### config.mk
export PLATFORM = sky130hd
export DESIGN_NAME = reg_pipe
export DESIGN_NICKNAME = d
export VERILOG_FILES = /design/src/rtl/reg_pipe.sv
export SDC_FILE = /design/constraint.sdc
export NUM_CORES = 1
export LEC_CHECK = 0
export CORE_AREA = 2 2 67 69
export DETAILED_ROUTE_END_ITERATION = 12
export DIE_AREA = 0 0 69 71
export HOLD_SLACK_MARGIN = 0.15
export PLACE_DENSITY_LB_ADDON = 0.12
export SYNTH_ARGS = -nofsm -noshare
export SYNTH_HDL_FRONTEND = slang
export SYNTH_SLANG_ARGS = --single-unit
### constraint.sdc
create_clock -name clk -period 2.3 [get_ports clk]
set_clock_uncertainty 0.2 [all_clocks]
set_input_delay 0.46 -clock clk [delete_from_list [all_inputs] [get_ports clk]]
set_output_delay 0.46 -clock clk [all_outputs]
set_load 0.02 [all_outputs]
### src/rtl/reg_pipe.sv
// Elastic register pipeline: DEPTH valid/ready stages of WIDTH-bit data, bubbles
// collapse under a downstream stall, with global clock enable and synchronous flush.

module reg_pipe_stage #(
  parameter int WIDTH = 18
) (
  input  logic             clk,
  input  logic             rst_n,
  input  logic             ce,
  input  logic             flush,
  input  logic             load,
  input  logic             adv,
  input  logic [WIDTH-1:0] din,
  output logic [WIDTH-1:0] d,
  output logic             v
);
  // Flush clears the valid flag only; the data register keeps its contents.
  always_ff @(posedge clk) begin
    if (!rst_n) begin
      v <= 1'b0;
      d <= '0;
    end else if (flush) begin
      v <= 1'b0;
    end else if (ce) begin
      if (load) begin
        v <= 1'b1;
        d <= din;
      end else begin
        v <= v & ~adv;
      end
    end
  end
endmodule

module reg_pipe #(
  parameter int WIDTH = 18,
  parameter int DEPTH = 2,
  parameter int CW    = $clog2(DEPTH+1)
) (
  input  logic             clk,
  input  logic             rst_n,
  input  logic             ce,
  input  logic             flush,
  input  logic             in_valid,
  output logic             in_ready,
  input  logic [WIDTH-1:0] in_data,
  output logic             out_valid,
  input  logic             out_ready,
  output logic [WIDTH-1:0] out_data,
  output logic [CW-1:0]    count
);
  logic [DEPTH-1:0][WIDTH-1:0] d;
  logic [DEPTH-1:0]            v;
  logic [DEPTH-1:0]            adv;
  logic                        in_xfer, out_xfer;

  // A stage advances when it holds data and the stage ahead is empty or also advancing.
  // Walked from the output back with a scalar carry so the vector is write-only here.
  always_comb begin
    logic a;
    adv          = '0;
    a            = v[DEPTH-1] & out_ready;
    adv[DEPTH-1] = a;
    for (int i = DEPTH-2; i >= 0; i--) begin
      a      = v[i] & (~v[i+1] | a);
      adv[i] = a;
    end
  end

  assign in_ready  = ce & ~flush & (~v[0] | adv[0]);
  assign out_valid = v[DEPTH-1] & ce & ~flush;
  assign out_data  = d[DEPTH-1];
  assign in_xfer   = in_valid & in_ready;
  assign out_xfer  = out_valid & out_ready;

  for (genvar i = 0; i < DEPTH; i++) begin : g_stg
    if (i == 0) begin : g_head
      reg_pipe_stage #(.WIDTH(WIDTH)) u_stg (
        .clk(clk), .rst_n(rst_n), .ce(ce), .flush(flush),
        .load(in_xfer), .adv(adv[0]), .din(in_data),
        .d(d[0]), .v(v[0])
      );
    end else begin : g_body
      reg_pipe_stage #(.WIDTH(WIDTH)) u_stg (
        .clk(clk), .rst_n(rst_n), .ce(ce), .flush(flush),
        .load(adv[i-1]), .adv(adv[i]), .din(d[i-1]),
        .d(d[i]), .v(v[i])
      );
    end
  end

  always_ff @(posedge clk) begin
    if (!rst_n || flush) begin
      count <= '0;
    end else if (ce) begin
      case ({in_xfer, out_xfer})
        2'b10:   count <= count + CW'(1);
        2'b01:   count <= count - CW'(1);
        default: count <= count;
      endcase
    end
  end
endmodule
==> flow_metrics.env <==
export IMPL_diodes=0
export IMPL_hold_violations=0
export IMPL_postSynthAreaPerCell_um2=9.63
export IMPL_tns_ns=0
export IMPL_holdBufCountCts=0
export IMPL_vias_per_cell=4.73
export IMPL_leakagePower_nw=0.781
export IMPL_die_h_um=71
export IMPL_mostFrequentLayoutCells="55 x nand2_1, 42 x clkdlybuf4s50_1, 40 x dfxtp_1, 36 x mux2i_1, 5 x clkbuf_8"
export IMPL_yosys_warnings=0
export IMPL_met3_length_um=165
export IMPL_cts_resized=2
export IMPL_pre_cts_ws_ns=-0.215
export IMPL_hold_depth=2
export IMPL_crit_path_end_kind="primary output"
export IMPL_multiInputGateArea_um2=727
export IMPL_max_cap_violations=0
export IMPL_cp_required_ns=1.64
export IMPL_totalWireLength_mm=3.17
export IMPL_max_freq_mhz=447
export IMPL_antenna_found_initial=0
export IMPL_drc=0
export IMPL_place_gp_congestion=0.750
export IMPL_synthDistinctLibCells=27
export IMPL_post_cts_buffers=0
export IMPL_vias=1238
export IMPL_initial_core_util=0.417
export IMPL_dp_hpwl_mm=2.18
export IMPL_start_kind="input pin"
export IMPL_die_x_um=69
export IMPL_vdd_drop_max_uv=347
export IMPL_p_per_area_mw_per_mm2=573
export IMPL_grt_pass1_wl_mm=5.49
export IMPL_ant_nets=0
export IMPL_port_buffers=45
export IMPL_numClockSinks=40
export IMPL_rr_worst_depth=7
export IMPL_cp_arrival_ns=1.58
export IMPL_setup_slack_ns=0.0635
export IMPL_ys_seq_area_frac=0.457
export IMPL_first_pass_iters=3
export IMPL_hp_start="g_stg[1].g_body.u_stg.d[9]"
export IMPL_syn_inst=182
export IMPL_drtIter0Drc=77
export IMPL_design_power_total_mw=1.24
export IMPL_r2r_end="count[1]"
export IMPL_slew_limit_headroom=0.656
export IMPL_grt_start_max_net_pins=29
export IMPL_area_delta_synth_final_pct=23.8
export IMPL_htree_levels=2
export IMPL_grt_total_usage=0.141
export IMPL_hold_ws_ns=0.260
export IMPL_period_minus_slack_ns=2.24
export IMPL_coreArea_mm2=0.00420
export IMPL_clkTransAtPathRegs_ns=0.07
export IMPL_grt_overflow_total=0
export IMPL_synth_area_mm2=0.00175
export IMPL_grt_pass1_vias=1249
export IMPL_drv_slew=0
export IMPL_layout_drive_gt1_share=0.0905
export IMPL_pin_count=46
export IMPL_clockBufferDepth=2
export IMPL_clk_latency_ns=0.29
export IMPL_mostFrequentLayoutCell="nand2_1"
export IMPL_fill_cells=410
export IMPL_numCtsBuffers=5
export IMPL_period_share=0.972
export IMPL_cp_max_fo=5
export IMPL_hold_path_end="g_stg[1].g_body.u_stg.d[9]"
export IMPL_clockRootBuffer="clkbuf_8"
export IMPL_crit_type="in -> out"
export IMPL_seqCellArea_um2=801
export IMPL_top_layer="met4"
export IMPL_dr_wl_met2_mm=1.51
export IMPL_hold_class="reg -> reg"
export IMPL_ys_ff_latch=40
export IMPL_wire_per_inst_um=12.1
export IMPL_syn_nets=207
export IMPL_status="finished, final reports clean"
export IMPL_nets=235
export IMPL_setup_violations=0
export IMPL_num_rows=24
export IMPL_m1WireLength_mm=1.38
export IMPL_rr_startpoint="g_stg[1].g_body.u_stg.v"
export IMPL_tightest_slew_ns=0.516
export IMPL_cts_tree="done"
export IMPL_die_area_mm2=0.00490
export IMPL_r2r_setup_slack_ns=0.47
routing by layer:
layer  GRT usage  up-vias
li1            -      626
met3      0.0413       12
met1       0.166      569
met4      0.0980        0
met5           0        -
met2       0.222       31
worst max-delay path: stages:
cell and delay (ns):
clkdlybuf4s50_1 0.46, and2b_4 0.20, and2_2 0.18, clkdlybuf4s15_1 0.28
logic make-up (layout without fill, tap and decap cells):
group | count (synthesis) | count (layout) | synth area share
DFF | 40 | 40 | 0.457
muxes | 36 | 36 | 0.206
AOI/OAI and AO/OA | 5 | 5 | 0.0200
buffers and inverters | 30 | 58 | 0.131
xor gates and xnor gates | 2 | 2 | 0.00999
and+or+nand+nor | 68 | 68 | 0.169
adders and majority gates | 1 | 1 | 0.00714
state kept, by name (all words and copies together) (netlist names):
| signal | count |
|---|---|
| count | 2 |
| g_stg.g_body.u_stg.d | 18 |
| g_stg.g_body.u_stg.v | 1 |
| g_stg.g_head.u_stg.d | 18 |
| g_stg.g_head.u_stg.v | 1 |
area by class of cell:
class                      instances  area share
clock buffer                       6      0.0334
inverter                           1     0.00173
tap                               52      0.0300
timing repair buffer              50       0.228
sequential                        40       0.369
multi-input combinational        112       0.335
clock inverter                     1     0.00231
worst max-delay path by stage:
stage               start        end  depth (start not counted)  slack, ns
floorplan           flush   count[1]                          9       0.03
global route        flush   count[1]                          8     -0.006
finish              flush  out_valid                          4       0.06
CTS                 flush  out_valid                          4       0.03
global placement    flush  out_valid                          4      -0.21
detailed placement  flush   in_ready                          4      -0.22
through the flow:
step           instances   util  area [um^2]
2_1_floorplan        182      -         1750
3_3_place_gp         255  0.496         2090
3_5_place_dp         255  0.496         2090
4_1_cts              262  0.514         2160
5_1_grt              262  0.516         2170
6_report             262  0.516         2170
power by group:
part | switching, mW | leakage [nW] | total, mW | internal, mW
clock | 0.223 | 0.0410 | 0.429 | 0.206
combinational | 0.0453 | 0.416 | 0.107 | 0.0614
sequential | 0.00338 | 0.323 | 0.707 | 0.704
synth_stat cells:
| cell type | number | share of area |
|---|---|---|
| mux2i_1 | 36 | 0.21 |
| and3_4 | 1 | 0.0064 |
| nand2_1 | 55 | 0.12 |
| xor2_1 | 1 | 0.0050 |
| inv_2 | 1 | 0.0021 |
| a21oi_1 | 1 | 0.0029 |
| a21boi_0 | 1 | 0.0043 |
| buf_4 | 18 | 0.077 |
| and3_2 | 1 | 0.0043 |
| buf_2 | 2 | 0.0057 |
| xnor2_1 | 1 | 0.0050 |
| buf_6 | 2 | 0.013 |
| o21ai_0 | 1 | 0.0029 |
| a22oi_1 | 1 | 0.0043 |
| nand2b_1 | 3 | 0.011 |
| buf_12 | 2 | 0.023 |
| and3_1 | 1 | 0.0036 |
| clkbuf_1 | 4 | 0.0086 |
| nor2_1 | 2 | 0.0043 |
| nand3b_1 | 1 | 0.0043 |
| buf_1 | 1 | 0.0021 |
| and2b_4 | 1 | 0.0057 |
| ha_1 | 1 | 0.0071 |
| o21ba_1 | 1 | 0.0057 |
| or3_1 | 1 | 0.0036 |
| and2_2 | 2 | 0.0086 |
| dfxtp_1 | 40 | 0.46 |
(Power assumes the default switching activity.)
